### src/rtl/n2t_pkg.sv
// rtl/n2t_pkg.sv - shared constants for the and16 datapath blocks
package n2t_pkg;

    localparam int   DATA_W  = 16;
    localparam logic ST_IDLE = 1'b0;
    localparam logic ST_RESP = 1'b1;

endpackage

### src/rtl/and16_bit.sv
// rtl/and16_bit.sv - gate-level 16-bit bitwise AND unit
module and16_bit
    import n2t_pkg::*;
(
    input  logic [DATA_W-1:0] a,
    input  logic [DATA_W-1:0] b,
    output logic [DATA_W-1:0] y
);

    for (genvar i = 0; i < DATA_W; i++) begin : g_bit
        and u_and (y[i], a[i], b[i]);
    end

endmodule

### src/rtl/rr_priority_pick.sv
// rtl/rr_priority_pick.sv - combinational round-robin pick starting at ptr
module rr_priority_pick #(
    parameter int N  = 4,
    parameter int IW = $clog2(N)
) (
    input  logic [N-1:0]  req,
    input  logic [IW-1:0] ptr,
    output logic [IW-1:0] winner,
    output logic          any
);

    int idx;

    // Scan from farthest offset down so the nearest requester at/after ptr wins.
    always_comb begin
        winner = '0;
        idx    = 0;
        any    = |req;
        for (int k = N - 1; k >= 0; k--) begin
            idx = int'(ptr) + k;
            if (idx >= N) begin
                idx = idx - N;
            end
            if (req[idx]) begin
                winner = IW'(idx);
            end
        end
    end

endmodule

### src/rtl/and16_rr_arbiter.sv
// rtl/and16_rr_arbiter.sv - round-robin shared and16_bit with tagged response
module and16_rr_arbiter
    import n2t_pkg::*;
#(
    parameter int WIDTH   = DATA_W,
    parameter int NUM_REQ = 4,
    localparam int IDW    = $clog2(NUM_REQ)
) (
    input  logic                     clk,
    input  logic                     rst_n,
    input  logic [NUM_REQ-1:0]       req_valid,
    output logic [NUM_REQ-1:0]       req_ready,
    input  logic [NUM_REQ*WIDTH-1:0] req_a,
    input  logic [NUM_REQ*WIDTH-1:0] req_b,
    output logic                     rsp_valid,
    input  logic                     rsp_ready,
    output logic [WIDTH-1:0]         rsp_data,
    output logic [IDW-1:0]           rsp_id,
    output logic                     busy
);

    logic             state;
    logic             state_nxt;
    logic [IDW-1:0]   ptr;
    logic [IDW-1:0]   winner;
    logic             any;
    logic             can_grant;
    logic             grant;
    logic [WIDTH-1:0] op_a;
    logic [WIDTH-1:0] op_b;
    logic [WIDTH-1:0] and_y;

    rr_priority_pick #(
        .N  (NUM_REQ),
        .IW (IDW)
    ) u_pick (
        .req    (req_valid),
        .ptr    (ptr),
        .winner (winner),
        .any    (any)
    );

    assign op_a = req_a[int'(winner)*WIDTH +: WIDTH];
    assign op_b = req_b[int'(winner)*WIDTH +: WIDTH];

    and16_bit u_and (
        .a (op_a),
        .b (op_b),
        .y (and_y)
    );

    // A held response blocks new grants unless it is being consumed this cycle.
    assign can_grant = (state == ST_IDLE) | rsp_ready;
    assign grant     = can_grant & any;

    always_ff @(posedge clk or negedge rst_n) begin
        if (!rst_n) begin
            state    <= ST_IDLE;
            ptr      <= '0;
            rsp_data <= '0;
            rsp_id   <= '0;
        end else begin
            state <= state_nxt;
            if (grant) begin
                rsp_data <= and_y;
                rsp_id   <= winner;
                ptr      <= (int'(winner) == NUM_REQ - 1) ? '0 : winner + IDW'(1);
            end
        end
    end

    always_comb begin
        state_nxt = state;
        if (grant) begin
            state_nxt = ST_RESP;
        end else if ((state == ST_RESP) && rsp_ready) begin
            state_nxt = ST_IDLE;
        end
    end

    always_comb begin
        rsp_valid = (state == ST_RESP);
        busy      = (state == ST_RESP);
        req_ready = '0;
        if (rst_n && grant) begin
            req_ready = NUM_REQ'(1) << winner;
        end
    end

endmodule
### config.mk
export PLATFORM = sky130hd
export DESIGN_NAME = and16_rr_arbiter
export DESIGN_NICKNAME = d
export VERILOG_FILES = /design/src/rtl/n2t_pkg.sv /design/src/rtl/and16_bit.sv /design/src/rtl/rr_priority_pick.sv /design/src/rtl/and16_rr_arbiter.sv
export SDC_FILE = /design/constraint.sdc
export NUM_CORES = 1
export LEC_CHECK = 0
export ABC_CLOCK_PERIOD_IN_PS = 1900
export CAP_MARGIN = 20
export CORE_ASPECT_RATIO = 0.6
export CORE_MARGIN = 2
export CORE_UTILIZATION = 28
export CTS_BUF_LIST = sky130_fd_sc_hd__clkbuf_8
export DETAILED_ROUTE_END_ITERATION = 8
export PLACE_DENSITY_LB_ADDON = 0.12
export SLEW_MARGIN = 20
export SYNTH_ARGS = -nofsm -noshare
export SYNTH_HDL_FRONTEND = slang
export SYNTH_SLANG_ARGS = --single-unit
### constraint.sdc
create_clock -name clk -period 1.9 [get_ports clk]
set_input_delay 0.38 -clock clk [delete_from_list [all_inputs] [get_ports clk]]
set_output_delay 0.38 -clock clk [all_outputs]
set_load 0.005 [all_outputs]
# Word level (Yosys, flattened, before mapping)
# Cells that the tools add are included.
# totals
inputBits	135
elab_cells	71
regBits	21
out_inout_bits	24
# classes
n_eq_ne	1
n_mux	24
reduce_logical	4
magnitude_cmp	8
shift	3
addsub	8
n_bitwise	19
# op_table
op	count
$lt 32x4->1 const B	4
$mux 32	4
$shiftx 64x7->16	2
$ge 32x4->1 const B	3
$sub 32x4->32 const B	3
$and 1x1->1	17
$mux 1	10
$mux 2	5
$bmux 1 s2	4
$add 2x2->3 const B	2
$mux 4	1
$reduce_or 4->1	1
$shl 1x2->4 const A	1
$sub 2x3->4 const B	1
$add 2x1->3 const B	1
$ge 2x3->1 const B	1
$add 2x1->2 const B	1
$eq 2x1->1 const B	1
$logic_and 1x1->1	2
$reduce_bool 2->1	1
$not 1->1	1
$or 1x1->1	1

# Logic depth before layout (Yosys ltp)
# Gate-level depths: netlist of run 1.
# logic_depth
ltp_word	12
ltp_mapped	8
mapped_depth_nobuf	7

# By module
# Synthesis of run 1 repeated with hierarchy kept, for this count alone.
# unflattened
hier_cells	129
area_unflattened_um2	2054.5
# by_module_without_submodules
mod	cells_each	seq_area_each_um2	instances	area_each_um2
and16_rr_arbiter	100	525.5	1	1876.8
and16_bit	16	0.0	1	100.1
rr_priority_pick	13	0.0	1	77.6

# Worst setup path after synthesis of run 1
# Ideal clock, no wire load.
# synth_path
kind	in2out
start	in req_valid[2]
end	out req_ready[3]
path_stages	7
slack_ns	-0.138
t_required_ns	1.520
arrival_ns	1.658
path_buffers	1
cell_sequence	nor2b_2 a21boi_1 o32ai_4 buf_4 inv_1 ha_1 and3_1
# synth_via
elab_chain_len	9
word_cells_on_any_way	21
cone_classes	shift: 1; mux: 17; bitwise: 1; reduce/logical: 2
# synth_lines
element	line	source
from (decl)	and16_rr_arbiter.sv:11	input logic [NUM_REQ-1:0] req_valid,
$bmux 1 s2	rr_priority_pick.sv:24	if (req[idx]) begin
$mux 1 (not written as such) (2 in a row)	rr_priority_pick.sv:24	
$mux 2 (3 in a row)	rr_priority_pick.sv:24	
$mux 2 *	rr_priority_pick.sv:24	
via u_pick.winner[1]	rr_priority_pick.sv:8	output logic [IW-1:0] winner,
$shl 1x2->4 *	and16_rr_arbiter.sv:86	req_ready = NUM_REQ'(1) << winner;
$mux 4 *	and16_rr_arbiter.sv:85	if (rst_n && grant) begin
to (decl)	and16_rr_arbiter.sv:12	output logic [NUM_REQ-1:0] req_ready,
# The timed path passes the listed nets; every way through them passes the cells marked *. The select of a mux whose other input is x is not followed.

# Worst setup path after layout of run 1
# layout_path
start	reg ptr[0]
end	out req_ready[1]
# layout_via
elab_chain_len	12
word_cells_on_any_way	33
cone_classes	add/sub: 7; order compare: 4; shift: 1; mux: 21
# layout_lines
element	line	source
from (decl)	and16_rr_arbiter.sv:24	logic [IDW-1:0] ptr;
from (signal assigned)	and16_rr_arbiter.sv:67	ptr <= (int'(winner) == NUM_REQ - 1) ? '0 : winner + IDW'(1);
$add 2x2->3	rr_priority_pick.sv:20	idx = int'(ptr) + k;
$sub 32x4->32 / $ge 32x4->1 (equally long branches)	rr_priority_pick.sv:22, rr_priority_pick.sv:21	
$mux 32	rr_priority_pick.sv:21	if (idx >= N) begin
$bmux 1 s2	rr_priority_pick.sv:24	
$mux 1 (not written as such) (2 in a row)	rr_priority_pick.sv:24	
$mux 2 (3 in a row)	rr_priority_pick.sv:24	
$mux 2 *	rr_priority_pick.sv:24	
via u_pick.winner[0]	rr_priority_pick.sv:8	
$shl 1x2->4 *	and16_rr_arbiter.sv:86	
$mux 4 *	and16_rr_arbiter.sv:85	
# Marked as above.

==> qor.yml, run 1 <==
timing:
  rsz_0062_raised_after_global_routing: "true"
  fmax_mhz: 486
  finalHoldViolCount: 0
  final.setup.worst_slack_ps: -157
  final.min_clock_period_ps: 2060
  final.hold.worst_slack_ps: 489
  fin_crit_sh: 1.08
  max_slew.worst_pin.slew_ps: 393
  setup_viol: 5
  worst_clk_skew_ps: 5.17
  final_max_slew_viol_count: 0
  timing.slew.headroom: 0.738
yosys:
  synth_area_per_cell_um2: 8.49
  yosys.cell_types.count: 24
  yosys_warnings: 0
  synth.net_count: 332
  main_area_contributors_after_synthesis: "dfrtp_1, mux2_2, nand2_1"
  yosys_register_bits: 21
  synth_cells: 193
  netlist_area_um2: 1640
  synth_seq_area_share: 0.321
  post_synth_top_area_cell: "dfrtp_1"
  synthDominantCellAreaShare: 0.321
cells_and_area:
  most-common-layout-cells: "clkdlybuf4s50_1, nand2_1, mux2_4"
  nets: 519
  final_core_utilization: 0.710
  n_antenna_cell: 0
  final_layout_size_suffix_gt1_frac: 0.290
  final_cell_area_um2: 3980
  area.growth.synth_to_final_pct: 143
  most_common_cell_after_layout_fill_and_taps_aside: "clkdlybuf4s50_1"
cts:
  clock_tree.buffer_depth: 2
  cts_tree: "built"
  htree_num_levels: 1
  worst_setup_hold_path_clk_slew_ps: 80
  clockRootBuffer: "clkbuf_8"
  cts_hold_buffers: 0
  tritoncts_num_sinks: 21
  insertion_delay_ps: 260
  cts_made_buffers: 3
setup_path:
  timing.critical_path.to_type: "output port"
  worst_r2r_startpoint: "ptr[0]"
  cp_slowest_cell: "dfrtp_2"
  cp_data_arrival_time_ps: 1680
  cp.required_ps: 1520
  r2r_end: "rsp_data[14]"
  endpoint: "req_ready[1]"
  cp_cell_sequence: "nor2b_4 -> nor2_2 -> o221a_4 -> buf_6 -> ha_4 -> and3_4 -> buf_6"
  crit_startpoint: "ptr[0]"
  rr_worst_depth: 8
  regToRegSetupSlack_ps: -10
  crit_top_cell: "buf_6"
  critical_path.max_stage_delay_ps: 450
  crit_type: "reg2out"
  highest_fanout_seen_on_the_critical_path: 3
  critPathLaunchType: "register"
flow_run:
  timing.max_cap.violations: 0
grt:
  globalRouteTotalUtil: 0.176
  groute.layer.met2.usage: 0.313
  use_met1: 0.206
  grt.overflow.total: 0
  grt_pass1_vias: 1975
  use_met3: 0.0622
  gr-max-usage-layer: "met2"
  grt_first_pass_wirelength_mm: 9.07
  grt_max_degree: 34
  grt_antenna_before_repair: 0
drt:
  postRouteAntennaNets: 0
  detailedRoute.firstPassIterationCount: 4
  finalWirelength_mm: 6.85
  total_via_count_in_the_routed_design: 2103
  post_drt_via_cell_ratio: 4.58
  first_iter_violations: 40
  drc_errors: 0
  routed_wire_length_per_instance_um: 14.9
power_and_ir_drop:
  powerDensity_nw_per_um2: 749
  total_power_uw: 2980
  leakage_uw: 0.00172
  vdd_drop_max_mv: 0.367
die:
  dieArea_um2: 6500
  chipWidth_um: 103
  die-height_um: 63.2
  initial_utilization: 0.293
  io_pins: 159
  rows: 21
  area_of_the_core_um2: 5600
outcome:
  result_of_the_run: "finished, violations left"
  failed_checks: "negative setup slack"
placed_design:
  post_dp_cell_area_um2: 3460
  io_buffer_count: 158
  hpwl_mm: 4.94
  globalplace.congestion: 0.747
  dpl_worst_slack_ps: -821
hold_path:
  min_path_type: "reg2reg"
  worstHoldStart: "rsp_data[14]"
[cells in the mapped netlist]
library cell  instances
nand2_1              90
mux2_2               30
dfrtp_1              21
o221ai_1             14
and3_1                4
ha_1                  4
buf_4                 3
inv_1                 3
nor2b_1               3
buf_6                 2
clkbuf_1              2
mux2_1                2
nor2_1                2
o21ai_0               2
o221ai_2              2
a21boi_1              1
a21o_1                1
a21oi_1               1
buf_2                 1
nor2b_2               1
nor4_1                1
o21a_1                1
o221a_2               1
o32ai_4               1
[critical path: cells and delay by family (launching register included)]
kind / cells / cell delay [ps]
compound gates: 1 / 240
fa+ha+maj: 1 / 140
buf+inv: 2 / 250
flops: 1 / 450
simple gates: 3 / 340
[layer usage]
metal / vias up / wire length (um)
met5: - / 0
met4: 0 / 64
met2: 92 / 3320
li1: 1045 / -
met1: 960 / 2810
met3: 6 / 654
[power breakdown]
| part | total [uW] | internal (uW) | switching (uW) |
|---|---|---|---|
| Sequential | 689 | 589 | 99.4 |
| Combinational | 2000 | 1270 | 736 |
| Clock | 286 | 144 | 142 |
[registers in the layout (all words and copies together), names as in the netlist]
signal    cells
rsp_id        2
busy          1
ptr           2
rsp_data     16
[repair_timing]
action | in CTS | in global routing
endpoints found under the hold margin | 0 | 0
endpoints found under the setup margin | 21 | 20
gates resized for setup | 53 | 58
pin swaps | 7 | 12
cloned | 0 | 4
buffers inserted | 6 | 2
[cell families (layout without fill, tap and decap cells)]
| group | after synthesis | after routing | share of synthesized area |
|---|---|---|---|
| flip-flops | 21 | 21 | 0.321 |
| AND/OR/NAND/NOR | 101 | 101 | 0.247 |
| multiplexers | 32 | 32 | 0.220 |
| adder cells (fa/ha/maj) | 4 | 4 | 0.0306 |
| AO/OA/AOI/OAI | 24 | 24 | 0.140 |
| buffers and inverters | 11 | 197 | 0.0420 |
[area by class of cell]
cell class,count,area (um^2)
clock buffers,3,41.3
well taps,80,100
flip-flops and latches,21,528
fillers,461,1620
inverters,3,16.3
repair buffers,190,1930
multi-input cells,161,1350
clock inverters,1,3.75
[through the flow]
| step | std cells | setup TNS [ps] |
|---|---|---|
| floorplan | 193 | -222 |
| global placement | 443 | -14800 |
| detailed placement | 443 | -15750 |
| CTS | 453 | -590 |
| global route | 459 | -1560 |
| finish | 459 | -573 |
[worst min path at each step]
stage                   endpoint  slack (ps)  depth (start not counted)
floorplan                   busy          80                          0
global placement       rsp_id[1]         460                          2
detailed placement     rsp_id[0]         470                          2
CTS                         busy         490                          4
global route        rsp_data[15]         510                          2
finish              rsp_data[14]         490                          2
Note: power is estimated with default switching activity, not from simulation.
==> run 2: changes to the inputs <==
--- a/config.mk
+++ b/config.mk
@@ -13,7 +13,6 @@
 export CTS_BUF_LIST = sky130_fd_sc_hd__clkbuf_8
 export DETAILED_ROUTE_END_ITERATION = 8
 export PLACE_DENSITY_LB_ADDON = 0.12
-export SLEW_MARGIN = 20
 export SYNTH_ARGS = -nofsm -noshare
 export SYNTH_HDL_FRONTEND = slang
 export SYNTH_SLANG_ARGS = --single-unit
==> results of run 2 <==
Same layout as run 1: the final DEF is identical, and so are final timing and power.
